## config.mk

```make
export PLATFORM = sky130hd
export DESIGN_NAME = dff_shift_ctrl_flat
export DESIGN_NICKNAME = d
export VERILOG_FILES = /design/src/rtl/dff_shift_ctrl_if.sv /design/src/rtl/dff_shift_ctrl.sv /design/src/flat_wrapper.sv
export SDC_FILE = /design/constraint.sdc
export NUM_CORES = 1
export LEC_CHECK = 0
export CAP_MARGIN = 5
export CORE_MARGIN = 2
export CORE_UTILIZATION = 52
export CTS_CLUSTER_DIAMETER = 60
export CTS_CLUSTER_SIZE = 12
export DETAILED_ROUTE_END_ITERATION = 10
export GPL_ROUTABILITY_DRIVEN = 0
export PLACE_DENSITY = 0.93
export SYNTH_ARGS = -nofsm -noshare
export SYNTH_HDL_FRONTEND = slang
export SYNTH_SLANG_ARGS = --single-unit
```

## constraint.sdc

```tcl
create_clock -name clk -period 3.57 [get_ports clk]
set_input_delay 1.071 -clock clk [delete_from_list [all_inputs] [get_ports clk]]
set_output_delay 1.071 -clock clk [all_outputs]
set_load 0.1 [all_outputs]
```

## src/rtl/dff_shift_ctrl_if.sv

```systemverilog
// Handshake and data bundle for the serial-load flip-flop bank.
// The master drives the frame controls; the slave returns the parallel bank and status.
interface dff_shift_ctrl_if #(
    parameter int WIDTH = 8
);
    logic             start;
    logic             abort;
    logic             d;
    logic [WIDTH-1:0] q;
    logic [WIDTH-1:0] qb;
    logic             busy;
    logic             done;

    modport master (
        output start, abort, d,
        input  q, qb, busy, done
    );

    modport slave (
        input  start, abort, d,
        output q, qb, busy, done
    );
endinterface

```

## src/rtl/dff_shift_ctrl.sv

```systemverilog
// Serial-to-parallel flip-flop bank: shifts WIDTH bits LSB-first into a shadow
// register and publishes them to q only when a complete frame has been captured.
module dff_shift_ctrl #(
    parameter int WIDTH = 8
) (
    input  logic             clk,
    input  logic             rstn,
    dff_shift_ctrl_if.slave  bus
);
    localparam int CNT_W = $clog2(WIDTH + 1);

    typedef enum logic [1:0] {
        IDLE  = 2'd0,
        SHIFT = 2'd1,
        DONE  = 2'd2
    } state_t;

    state_t           state, state_nxt;
    logic [CNT_W-1:0] cnt, cnt_nxt;
    logic [WIDTH-1:0] shadow, shadow_nxt;
    logic [WIDTH-1:0] q, q_nxt;
    logic [WIDTH-1:0] bit_mask;

    assign bit_mask = WIDTH'(1) << cnt;

    always_ff @(posedge clk) begin
        if (!rstn) begin
            state  <= IDLE;
            cnt    <= '0;
            shadow <= '0;
            q      <= '0;
        end else begin
            state  <= state_nxt;
            cnt    <= cnt_nxt;
            shadow <= shadow_nxt;
            q      <= q_nxt;
        end
    end

    always_comb begin
        state_nxt  = state;
        cnt_nxt    = cnt;
        shadow_nxt = shadow;
        q_nxt      = q;
        case (state)
            IDLE: begin
                if (bus.start) begin
                    state_nxt  = SHIFT;
                    cnt_nxt    = '0;
                    shadow_nxt = '0;
                end
            end
            SHIFT: begin
                // Abort wins even on the final bit, so the completed shadow is dropped.
                if (bus.abort) begin
                    state_nxt  = IDLE;
                    cnt_nxt    = '0;
                    shadow_nxt = '0;
                end else begin
                    shadow_nxt = bus.d ? (shadow | bit_mask) : (shadow & ~bit_mask);
                    if (cnt == CNT_W'(WIDTH - 1)) begin
                        state_nxt = DONE;
                        cnt_nxt   = '0;
                        q_nxt     = shadow_nxt;
                    end else begin
                        cnt_nxt = cnt + CNT_W'(1);
                    end
                end
            end
            DONE: begin
                if (bus.start) begin
                    state_nxt  = SHIFT;
                    cnt_nxt    = '0;
                    shadow_nxt = '0;
                end else begin
                    state_nxt = IDLE;
                end
            end
            default: begin
                state_nxt  = IDLE;
                cnt_nxt    = '0;
                shadow_nxt = '0;
            end
        endcase
    end

    assign bus.q    = q;
    assign bus.qb   = ~q;
    assign bus.busy = (state == SHIFT);
    assign bus.done = (state == DONE);
endmodule

```

## src/flat_wrapper.sv

```systemverilog
// flat-port wrapper written by rule: the top's interface ports become plain ports
module dff_shift_ctrl_flat 
#(
    parameter int WIDTH = 8
)
  (clk, rstn, bus_start, bus_abort, bus_d, bus_q, bus_qb, bus_busy, bus_done);
  dff_shift_ctrl_if #(.WIDTH(WIDTH)) bus_i ();
  input  logic clk;
  input  logic rstn;
  input wire logic [$bits(bus_i.start)-1:0] bus_start;
  input wire logic [$bits(bus_i.abort)-1:0] bus_abort;
  input wire logic [$bits(bus_i.d)-1:0] bus_d;
  output wire logic [$bits(bus_i.q)-1:0] bus_q;
  output wire logic [$bits(bus_i.qb)-1:0] bus_qb;
  output wire logic [$bits(bus_i.busy)-1:0] bus_busy;
  output wire logic [$bits(bus_i.done)-1:0] bus_done;
  assign bus_i.start = bus_start;
  assign bus_i.abort = bus_abort;
  assign bus_i.d = bus_d;
  assign bus_q = bus_i.q;
  assign bus_qb = bus_i.qb;
  assign bus_busy = bus_i.busy;
  assign bus_done = bus_i.done;
  dff_shift_ctrl #(.WIDTH(WIDTH)) u_core (.clk(clk), .rstn(rstn), .bus(bus_i));
endmodule
```

==> metrics.cfg, run 1 <==
[grt]
first_global_vias=809
grt_start_max_net_pins=21
overflow=0
gr-usage-all-layers_pct=19.24
grt_pass1_wl_um=3581
antenna_found_initial=0

[timing]
slew-limit-headroom_pct=64.85
setup_slack_ps=1152
min_period_over_period_pct=67.74
tns_ps=0
period_minus_slack_ps=2418
worst-slew-pin-transition_ps=525.5
fin_skew_ps=8.417
max_freq_ghz=0.4135
finalMaxSlewViolations=0
hold_viol_final=0
final-setup-viol-count=0
rsz0062_at_grt=false

[floorplan]
die_area_um2=2402
ios=23
start_util_pct=54.25
core_um2=1942
fp.dieH_um=49.01
die_width_um=49.01
core.rowCount=16

[power]
power_frac_clock_pct=40.7
p_sw_w=0.00009788
p_int_w=0.0003724
p_sw_share_pct=20.81
power.static_leakage_nw=0.5347
pwr-share-comb_pct=6.4
seq_power_share_pct=53.0
powerDensity_nw_per_um2=367.0
vdd_ir_drop_max_v=0.0002736

[worst_setup_path]
arrival_ps=2630
cp-start-kind=primary input
worst-path-max-fanout=15
end_kind=flop
required_ps=3780
crit_type=in2reg

[finish]
diodes=0
drive_gt1_share_pct=20.14
syn2layout_area_growth_pct=21.62
final_nets=151
final_cells=166

[yosys]
ys_types=26
synth-seq-area-share_pct=41.81
async_flop_share_pct=0
avgSynthCellArea_um2=8.928
ys_ff_latch=22
synthFlopType=dfxtp_1
netlist_area_um2=1054
synthCells=118
synth_area_leaders=dfxtp_1 (42%), mux2i_1 (7.6%), ha_1 (7.1%)
syn_nets=129
netlist.area_leader.share_pct=41.81
synth_warnings=0
synth_edf_count=0
synth_top_cell_by_area=dfxtp_1

[cts]
clk_latency_ps=310
path_clk_slew_ps=130
cts_buffers=3
post_cts_resized=0
post_cts_buffers=0
cts_sinks=22
cts_tree=done
clockBufferDepth=2
hold_buffers=0
root_buffer=clkbuf_4
htree_num_levels=1

[place]
place_inst=162
portBuffers=22
pre_cts_ws_ps=831.2
dp_hpwl_um=1569

[drt]
ant_nets=0
dr.pass1.iters=4
via_per_inst=5.102
routed_wl_um=2145
wl_per_cell_um=12.92
drt_iter0_drc=12
drc_errors=0
dr_total_vias=847

[min_path]
holdCritPathClass=reg2reg

[flow_run]
cap_violations=0

[outcome]
outcome=finished clean

[cells in the mapped netlist (3+ instances only)]
library cell,count
ha_1,6
dfxtp_1,22
mux2i_1,8
o21ai_1,3
nand2_1,15
inv_1,11
a22oi_1,3
clkbuf_1,3
a21oi_1,7
nor2b_1,8
o21ai_0,11
and2_1,3
[metrics by stage]
step	instance area [um2]	hold WS, ps	power, W	util [%]
floorplan	1054	424.8	0.0002743	-
global placement	1229	434.4	0.0002835	63.27
detailed placement	1229	442.2	0.0002842	63.27
CTS	1281	471.7	0.0004699	65.98
global route	1281	506.4	0.0004845	65.98
finish	1281	468.8	0.0004702	65.98
[cells by family after synthesis]
logic type	synth area share (%)
flops	41.80
fa+ha+maj	7.126
compound gates	14.61
buf+inv	7.126
simple gates	19.60
mux	9.739
[cells in the final DEF (no fill, tap or decap)]
| cell type | n |
|---|---|
| nor2b_1 | 8 |
| nor2b_2 | 1 |
| nor2_1 | 2 |
| a31o_2 | 1 |
| mux2i_1 | 8 |
| a21oi_1 | 7 |
| a21boi_0 | 1 |
| mux2_2 | 2 |
| clkbuf_4 | 3 |
| bufinv_16 | 1 |
| o21ai_1 | 3 |
| nand2_1 | 15 |
| inv_1 | 11 |
| nand2b_1 | 1 |
| nor3b_4 | 1 |
| and2b_1 | 1 |
| and3_1 | 1 |
| nand3_1 | 2 |
| clkdlybuf4s50_1 | 4 |
| a22oi_1 | 3 |
| or4b_1 | 1 |
| and2_0 | 1 |
| ha_1 | 6 |
| and2_1 | 3 |
| o21ai_0 | 11 |
| buf_4 | 18 |
| a21bo_2 | 1 |
| dfxtp_1 | 22 |
[sequential cells by signal (all words and copies together) (netlist names)]
name,cells
u_core.bus.q,8
u_core.shadow,8
u_core.state,2
u_core.cnt,4
[layout make-up]
| cell class | count | area, um2 |
|---|---|---|
| Sequential cell | 22 | 440.4 |
| Tap cell | 27 | 33.78 |
| Multi-Input combinational cell | 80 | 538.0 |
| Timing Repair Buffer | 22 | 175.2 |
| Clock inverter | 1 | 30.03 |
| Fill cell | 163 | 660.6 |
| Clock buffer | 3 | 22.52 |
| Inverter | 11 | 41.29 |
[worst max-delay path, stage by stage]
cell	delay (ps)
clkdlybuf4s50_1	440
nor3b_4	300
and3_1	520
mux2i_1	240
nor2b_1	60
[final timing paths]
path | end | slack [ps] | depth (start not counted) | from
max | u_core.bus.q[3] | 1150 | 5 | bus_abort
min | u_core.shadow[2] | 470 | 2 | u_core.shadow[2]
max reg2reg | u_core.shadow[3] | 1850 | 6 | u_core.cnt[0]
min reg2reg | u_core.shadow[2] | 470 | 2 | u_core.shadow[2]
[layer usage]
layer	track usage [%]	up-vias	share of wire (%)
li1	-	435	-
met1	23.40	387	46
met2	33.33	21	49
met3	3.067	4	3.6
met4	8.571	0	2.1
met5	0	-	0
[power by group through the flow]
stage / Clock (W) / Combinational (W) / Sequential (W)
after floorplan: 0 / 0.0000204 / 0.000254
after global placement: 0 / 0.0000292 / 0.000254
after detailed placement: 0 / 0.0000297 / 0.000255
after CTS: 0.000191 / 0.0000299 / 0.000249
after global routing: 0.000203 / 0.0000323 / 0.000249
final: 0.000191 / 0.0000299 / 0.000249
No activity file was read; power rests on OpenSTA's default activity.
==> run 2: changes to the inputs <==
--- a/config.mk
+++ b/config.mk
@@ -7,12 +7,12 @@
 export LEC_CHECK = 0
 export CAP_MARGIN = 5
 export CORE_MARGIN = 2
-export CORE_UTILIZATION = 52
+export CORE_UTILIZATION = 44
 export CTS_CLUSTER_DIAMETER = 60
 export CTS_CLUSTER_SIZE = 12
 export DETAILED_ROUTE_END_ITERATION = 10
 export GPL_ROUTABILITY_DRIVEN = 0
-export PLACE_DENSITY = 0.93
+export PLACE_DENSITY = 0.85
 export SYNTH_ARGS = -nofsm -noshare
 export SYNTH_HDL_FRONTEND = slang
 export SYNTH_SLANG_ARGS = --single-unit
==> constraint.sdc (replaced) <==
create_clock -name clk -period 2.2 [get_ports clk]
set_input_delay 0.66 -clock clk [delete_from_list [all_inputs] [get_ports clk]]
set_output_delay 0.66 -clock clk [all_outputs]
set_load 0.1 [all_outputs]
==> run 2 against run 1 <==
Compared with the run above: cell area grew 9.4%; critical endpoint is now bus_busy; sequential share of layout area decreased by 2.2 points; core utilization is 3.2 points lower.
==> metrics.cfg, run 2 (synthesis gave the netlist of run 1 again) <==
[drt]
routed_wl_um=2122  ; -1.1%
wl_per_cell_um=12.41  ; -4.0%
drt_iter0_drc=7  ; -5
via_per_inst=4.971  ; -2.6%
ant_nets=0  ; unchanged
drc_errors=0  ; unchanged
dr_total_vias=850  ; +0.35%
dr.pass1.iters=4  ; unchanged

[worst_setup_path]
reg2regPathDepth=6  ; unchanged
critical_path.top_delay_family=flip-flops
crit_chain=nor2b_2 > buf_12
max_stage_delay_ps=410  ; -110 ps
crit_type=reg2out
arrival_ps=1120  ; -1510 ps
reg2reg_slack_ps=450  ; -1400 ps
regToRegStartpoint=u_core.cnt[0]
required_ps=1540  ; -2240 ps
r2r-end=u_core.shadow[3]
critPathBufInv=1  ; unchanged
end_kind=output pin
startpoint=u_core.state[0]
critPathSlowestCell=dfxtp_1
cp.depth=2  ; -3
cp-start-kind=flop
cp-endpoint=bus_busy
worst-path-max-fanout=5  ; -10

[finish]
drive_gt1_share_pct=34.27  ; +14 points
final_nets=155  ; +2.6%
top_regs=u_core.bus.q (8), u_core.shadow (8), u_core.cnt (4)
syn2layout_area_growth_pct=33.02
final_common_cell=buf_4
layout_common_cells=buf_4 (17), nand2_1 (15), dfxtp_1 (14), o21ai_0 (11)
diodes=0  ; unchanged

[grt]
grt_busiest_layer=met2
first_global_vias=828  ; +2.3%
overflow=0  ; unchanged
gr-usage-all-layers_pct=16.63  ; -2.6 points
grt_start_max_net_pins=20  ; -4.8%
grt_pass1_wl_um=3387  ; -5.4%
antenna_found_initial=0  ; unchanged
gr-usage-met2_pct=28.96  ; -4.4 points
globalRouteMet1Util_pct=19.01  ; -4.4 points
use_met3_pct=2.825  ; -0.24 points

[timing]
finalMaxSlewViolations=0  ; unchanged
period_minus_slack_ps=1776
rsz0062_at_grt=false
worst-slew-pin-transition_ps=306.6  ; -218.9 ps
final-setup-viol-count=0  ; unchanged
min_period_over_period_pct=80.75
fin_skew_ps=6.149  ; -2.268 ps
slew-limit-headroom_pct=79.55  ; +15 points
hold_viol_final=0  ; unchanged
tns_ps=0  ; unchanged
max_freq_ghz=0.5629

[floorplan]
fp.dieH_um=52.93  ; +8.0%
die_area_um2=2802  ; +17%
core_um2=2233  ; +15%
core.rowCount=17  ; +1
die_width_um=52.93  ; +8.0%
ios=23  ; unchanged
start_util_pct=47.17  ; -7.1 points

[min_path]
holdCritPathClass=reg2reg
hold_depth=2  ; unchanged

[outcome]
outcome=finished clean

[cts]
hold_buffers=0  ; unchanged
root_buffer=clkbuf_4
cts_buffers=3  ; unchanged
cts_sinks=22  ; unchanged
path_clk_slew_ps=120  ; about the same
post_cts_buffers=0  ; unchanged
htree_num_levels=1  ; unchanged
cts_tree=done
clockBufferDepth=2  ; unchanged
post_cts_resized=0  ; unchanged
clk_latency_ps=300  ; about the same

[power]
post-layout-total-power_w=0.0006830  ; +45%
powerDensity_nw_per_um2=487.4  ; +33%
power.static_leakage_nw=0.5778  ; +8.1%
vdd_ir_drop_max_v=0.0003713  ; +36%

[place]
dp_hpwl_um=1662  ; +5.9%
portBuffers=22  ; unchanged

[flow_run]
cap_violations=0  ; unchanged

run 2: cell types whose count changed in the layout (fill, tap and decap cells not counted), moves of 5 or more:
cell        previous run  this run
buf_12                 0         5
clkinvlp_4             0         8
dfxtp_1               22        14
dfxtp_2                0         8
inv_1                 11         3
run 2: cell type report:
| type | instances | area [um2] |
|---|---|---|
| clock buffer | 4 | 36.28 |
| fill | 199 | 832.0 |
| inverter | 11 | 71.32 |
| multi-input combinational | 80 | 540.5 |
| sequential | 22 | 450.4 |
| tap | 28 | 35.03 |
| timing repair buffer | 26 | 267.8 |
run 2: metal layers:
layer | part of all wire [%] | wire [um]
met5 | 0 | 0
met4 | 0.66 | 14
met3 | 5.0 | 106
met2 | 51 | 1085
met1 | 43 | 915
run 2: power breakdown:
part | internal (W) | switching (W) | leakage (nW)
combinational | 0.0000265 | 0.0000320 | 0.375
clock | 0.000101 | 0.000120 | 0.0210
sequential | 0.000401 | 0.00000316 | 0.182
total | 0.000528 | 0.000155 | 0.578
run 2: how the worst min path moves through the flow:
stage,from,end
global route,u_core.shadow[0],u_core.shadow[0]
global placement,u_core.shadow[0],u_core.shadow[0]
detailed placement,u_core.shadow[5],u_core.shadow[5]
floorplan,u_core.shadow[0],u_core.shadow[0]
CTS,u_core.shadow[5],u_core.shadow[5]
finish,u_core.shadow[0],u_core.shadow[0]
run 2: tightest hold or removal path, stage by stage (launching register included):
cell	delay, ps
dfxtp_1	340
nand2_1	40
o21ai_0	50
run 2: through the flow:
step	hold slack, ps	cell area [um2]	utilization [%]	worst slack (ps)	std cells
detailed placement	443.3	1365	61.12	110.5	167
finish	467.4	1401	62.75	423.5	171
floorplan	424.8	1096	-	264.2	118
global route	492.0	1401	62.75	355.7	171
CTS	470.9	1401	62.75	408.2	171
global placement	433.1	1365	61.12	190.0	167
==> run 3: changes to the inputs <==
==> constraint.sdc (replaced) <==
create_clock -name clk -period 1.42 [get_ports clk]
set_input_delay 0.426 -clock clk [delete_from_list [all_inputs] [get_ports clk]]
set_output_delay 0.426 -clock clk [all_outputs]
set_load 0.1 [all_outputs]
==> run 3 against run 2 <==
Compared with the run above: the run now ends with setup timing left; routed wire length is 74% higher; worst hold slack better by 32 ps; cell area is 33% higher; setup slack worse by 530 ps; cell count is 8.8% higher; die area stayed put; largest power group unchanged.
==> metrics.cfg, run 3 (synthesis gave the netlist of run 1 again) <==
[outcome]
outcome=finished, violations left
violations=setup timing

[worst_setup_path]
crit_type=reg2reg
reg2regPathDepth=6  ; unchanged
r2r-end=u_core.bus.q[7]
arrival_ps=1750  ; +630 ps
end_kind=flop
cp-start-kind=flop
worst-path-max-fanout=3  ; -2
regToRegStartpoint=u_core.cnt[1]
required_ps=1640  ; +100 ps
startpoint=u_core.cnt[1]
reg2reg_slack_ps=-110  ; -560 ps

[grt]
overflow=0  ; unchanged
grt_pass1_wl_um=5195  ; +53%
gr-usage-all-layers_pct=26.55  ; +9.9 points
first_global_vias=1067  ; +29%
grt_start_max_net_pins=17  ; -15%
antenna_found_initial=0  ; unchanged

[floorplan]
ios=23  ; unchanged
start_util_pct=47.17  ; unchanged
die_area_um2=2802  ; unchanged
fp.dieH_um=52.93  ; unchanged
core.rowCount=17  ; unchanged
die_width_um=52.93  ; unchanged
core_um2=2233  ; unchanged

[cts]
clk_latency_ps=330  ; +30 ps
clockBufferDepth=2  ; unchanged
hold_buffers=0  ; unchanged
cts_tree=done
htree_num_levels=1  ; unchanged
path_clk_slew_ps=140  ; +20 ps
cts_sinks=22  ; unchanged
root_buffer=clkbuf_4
cts_buffers=3  ; unchanged

[timing]
rsz0062_at_grt=true
final-setup-viol-count=20  ; +20
setup_slack_ps=-110.6  ; -534.1 ps
period_minus_slack_ps=1531
whs_ps=499.7  ; +32.25 ps
slew-limit-headroom_pct=78.35  ; -1.2 points
fin_skew_ps=11.47  ; +5.325 ps
min_period_over_period_pct=107.8
max_freq_ghz=0.6533
finalMaxSlewViolations=0  ; unchanged
worst-slew-pin-transition_ps=323.8  ; +17.17 ps
hold_viol_final=0  ; unchanged

[min_path]
hold_path_end=u_core.shadow[4]
holdCritPathClass=reg2reg
hold_depth=2  ; unchanged
hp-start=u_core.shadow[4]

[power]
p_int_w=0.0009445  ; +79%
vdd_ir_drop_max_v=0.0007196  ; +94%
pwr-share-comb_pct=10.0  ; +1.4 points
seq_power_share_pct=49.5  ; -9.6 points
power.static_leakage_nw=0.7225  ; +25%
power_frac_clock_pct=40.5  ; +8.2 points
powerDensity_nw_per_um2=658.4  ; +35%
p_sw_share_pct=23.11  ; +0.43 points
p_sw_w=0.0002838  ; +83%

[finish]
fillCellCount=101  ; -49%
syn2layout_area_growth_pct=77.08
top_regs=u_core.bus.q (8), u_core.shadow (8), u_core.cnt (4)
layout_common_cells=buf_12 (19), buf_4 (16), nand2_1 (14), o21ai_1 (11), dfxtp_4 (10)
final_cells=186  ; +8.8%
diodes=0  ; unchanged
final_common_cell=buf_12
final_nets=170  ; +9.7%
drive_gt1_share_pct=55.70  ; +21 points
final_core_util_pct=83.53  ; +21 points
final_area_um2=1866  ; +33%

[drt]
drc_errors=0  ; unchanged
dr.pass1.iters=4  ; unchanged
routed_wl_um=3697  ; +74%
ant_nets=0  ; unchanged
dr_total_vias=1058  ; +24%
wl_per_cell_um=19.88  ; +60%
drt_iter0_drc=42  ; +35
via_per_inst=5.688  ; +14%

[place]
dp_hpwl_um=1858  ; +12%
place_inst=173  ; +3.6%
dpl_cell_area_um2=1627  ; +19%
portBuffers=22  ; unchanged
pre_cts_ws_ps=-438.9  ; -549.4 ps

[flow_run]
cap_violations=0  ; unchanged

-- run 3: cell types whose count changed in the layout (fill, tap and decap cells not counted), moves of 3 or more --
cell,delta
nor2b_1,-3
dfxtp_1,-6
ha_4,+3
o21ai_1,+8
dfxtp_2,-4
nor2b_4,+3
buf_12,+14
ha_1,-3
dfxtp_4,+10
o21ai_0,-9
-- run 3: power groups by stage --
| stage | combinational [W] | sequential (W) | clock (W) |
|---|---|---|---|
| floorplan | 0.0000535 | 0.000624 | 0 |
| detailed placement | 0.0000986 | 0.000624 | 0 |
| global placement | 0.0000962 | 0.000624 | 0 |
| finish | 0.000122 | 0.000608 | 0.000498 |
| CTS | 0.000109 | 0.000608 | 0.000490 |
| global route | 0.000128 | 0.000609 | 0.000520 |
-- run 3: through the flow --
step	setup TNS (ps)	total power, W
2_1_floorplan	-310.9	0.0006776
3_3_place_gp	-6015	0.0007200
3_5_place_dp	-7073	0.0007230
4_1_cts	-259.9	0.001207
5_1_grt	-1769	0.001256
6_report	-756.8	0.001228
-- run 3: worst max-delay path, cell delays in order, from the launching register on --
cell and delay (ps):
dfxtp_2 380, ha_4 180, ha_4 130, nor2b_4 150, mux2_4 320, mux2i_1 180, nor2b_1 80
-- run 3: final cells by class --
class	instances	area (um2)	share of cell area [%]
multi-input combinational	80	659.4	35.35
inverter	11	71.32	3.823
timing repair buffer	41	564.3	30.25
clock inverter	1	30.03	1.610
sequential	22	483.0	25.89
clock buffer	3	22.52	1.207
tap	28	35.03	1.878
-- run 3: worst max path at each step --
| stage | end | slack [ps] |
|---|---|---|
| after global routing | u_core.bus.q[7] | -150 |
| final | u_core.bus.q[7] | -110 |
| after detailed placement | u_core.bus.q[0] | -440 |
| after global placement | u_core.cnt[0] | -350 |
| after floorplan | bus_qb[2] | -40 |
| after CTS | bus_done | -90 |
-- run 3: per-layer routing --
metal	share of wire, %	track usage [%]
met1	41	31.93
met2	50	44.17
met3	6.1	7.345
met4	3.3	11.11
met5	0	0
-- run 3: timing repair --
action / 4_1_cts / 5_1_grt
pin swaps: 5 / 5
gates resized for setup: 19 / 28
setup buffers: 4 / 5
setup endpoints to repair: 19 / 30
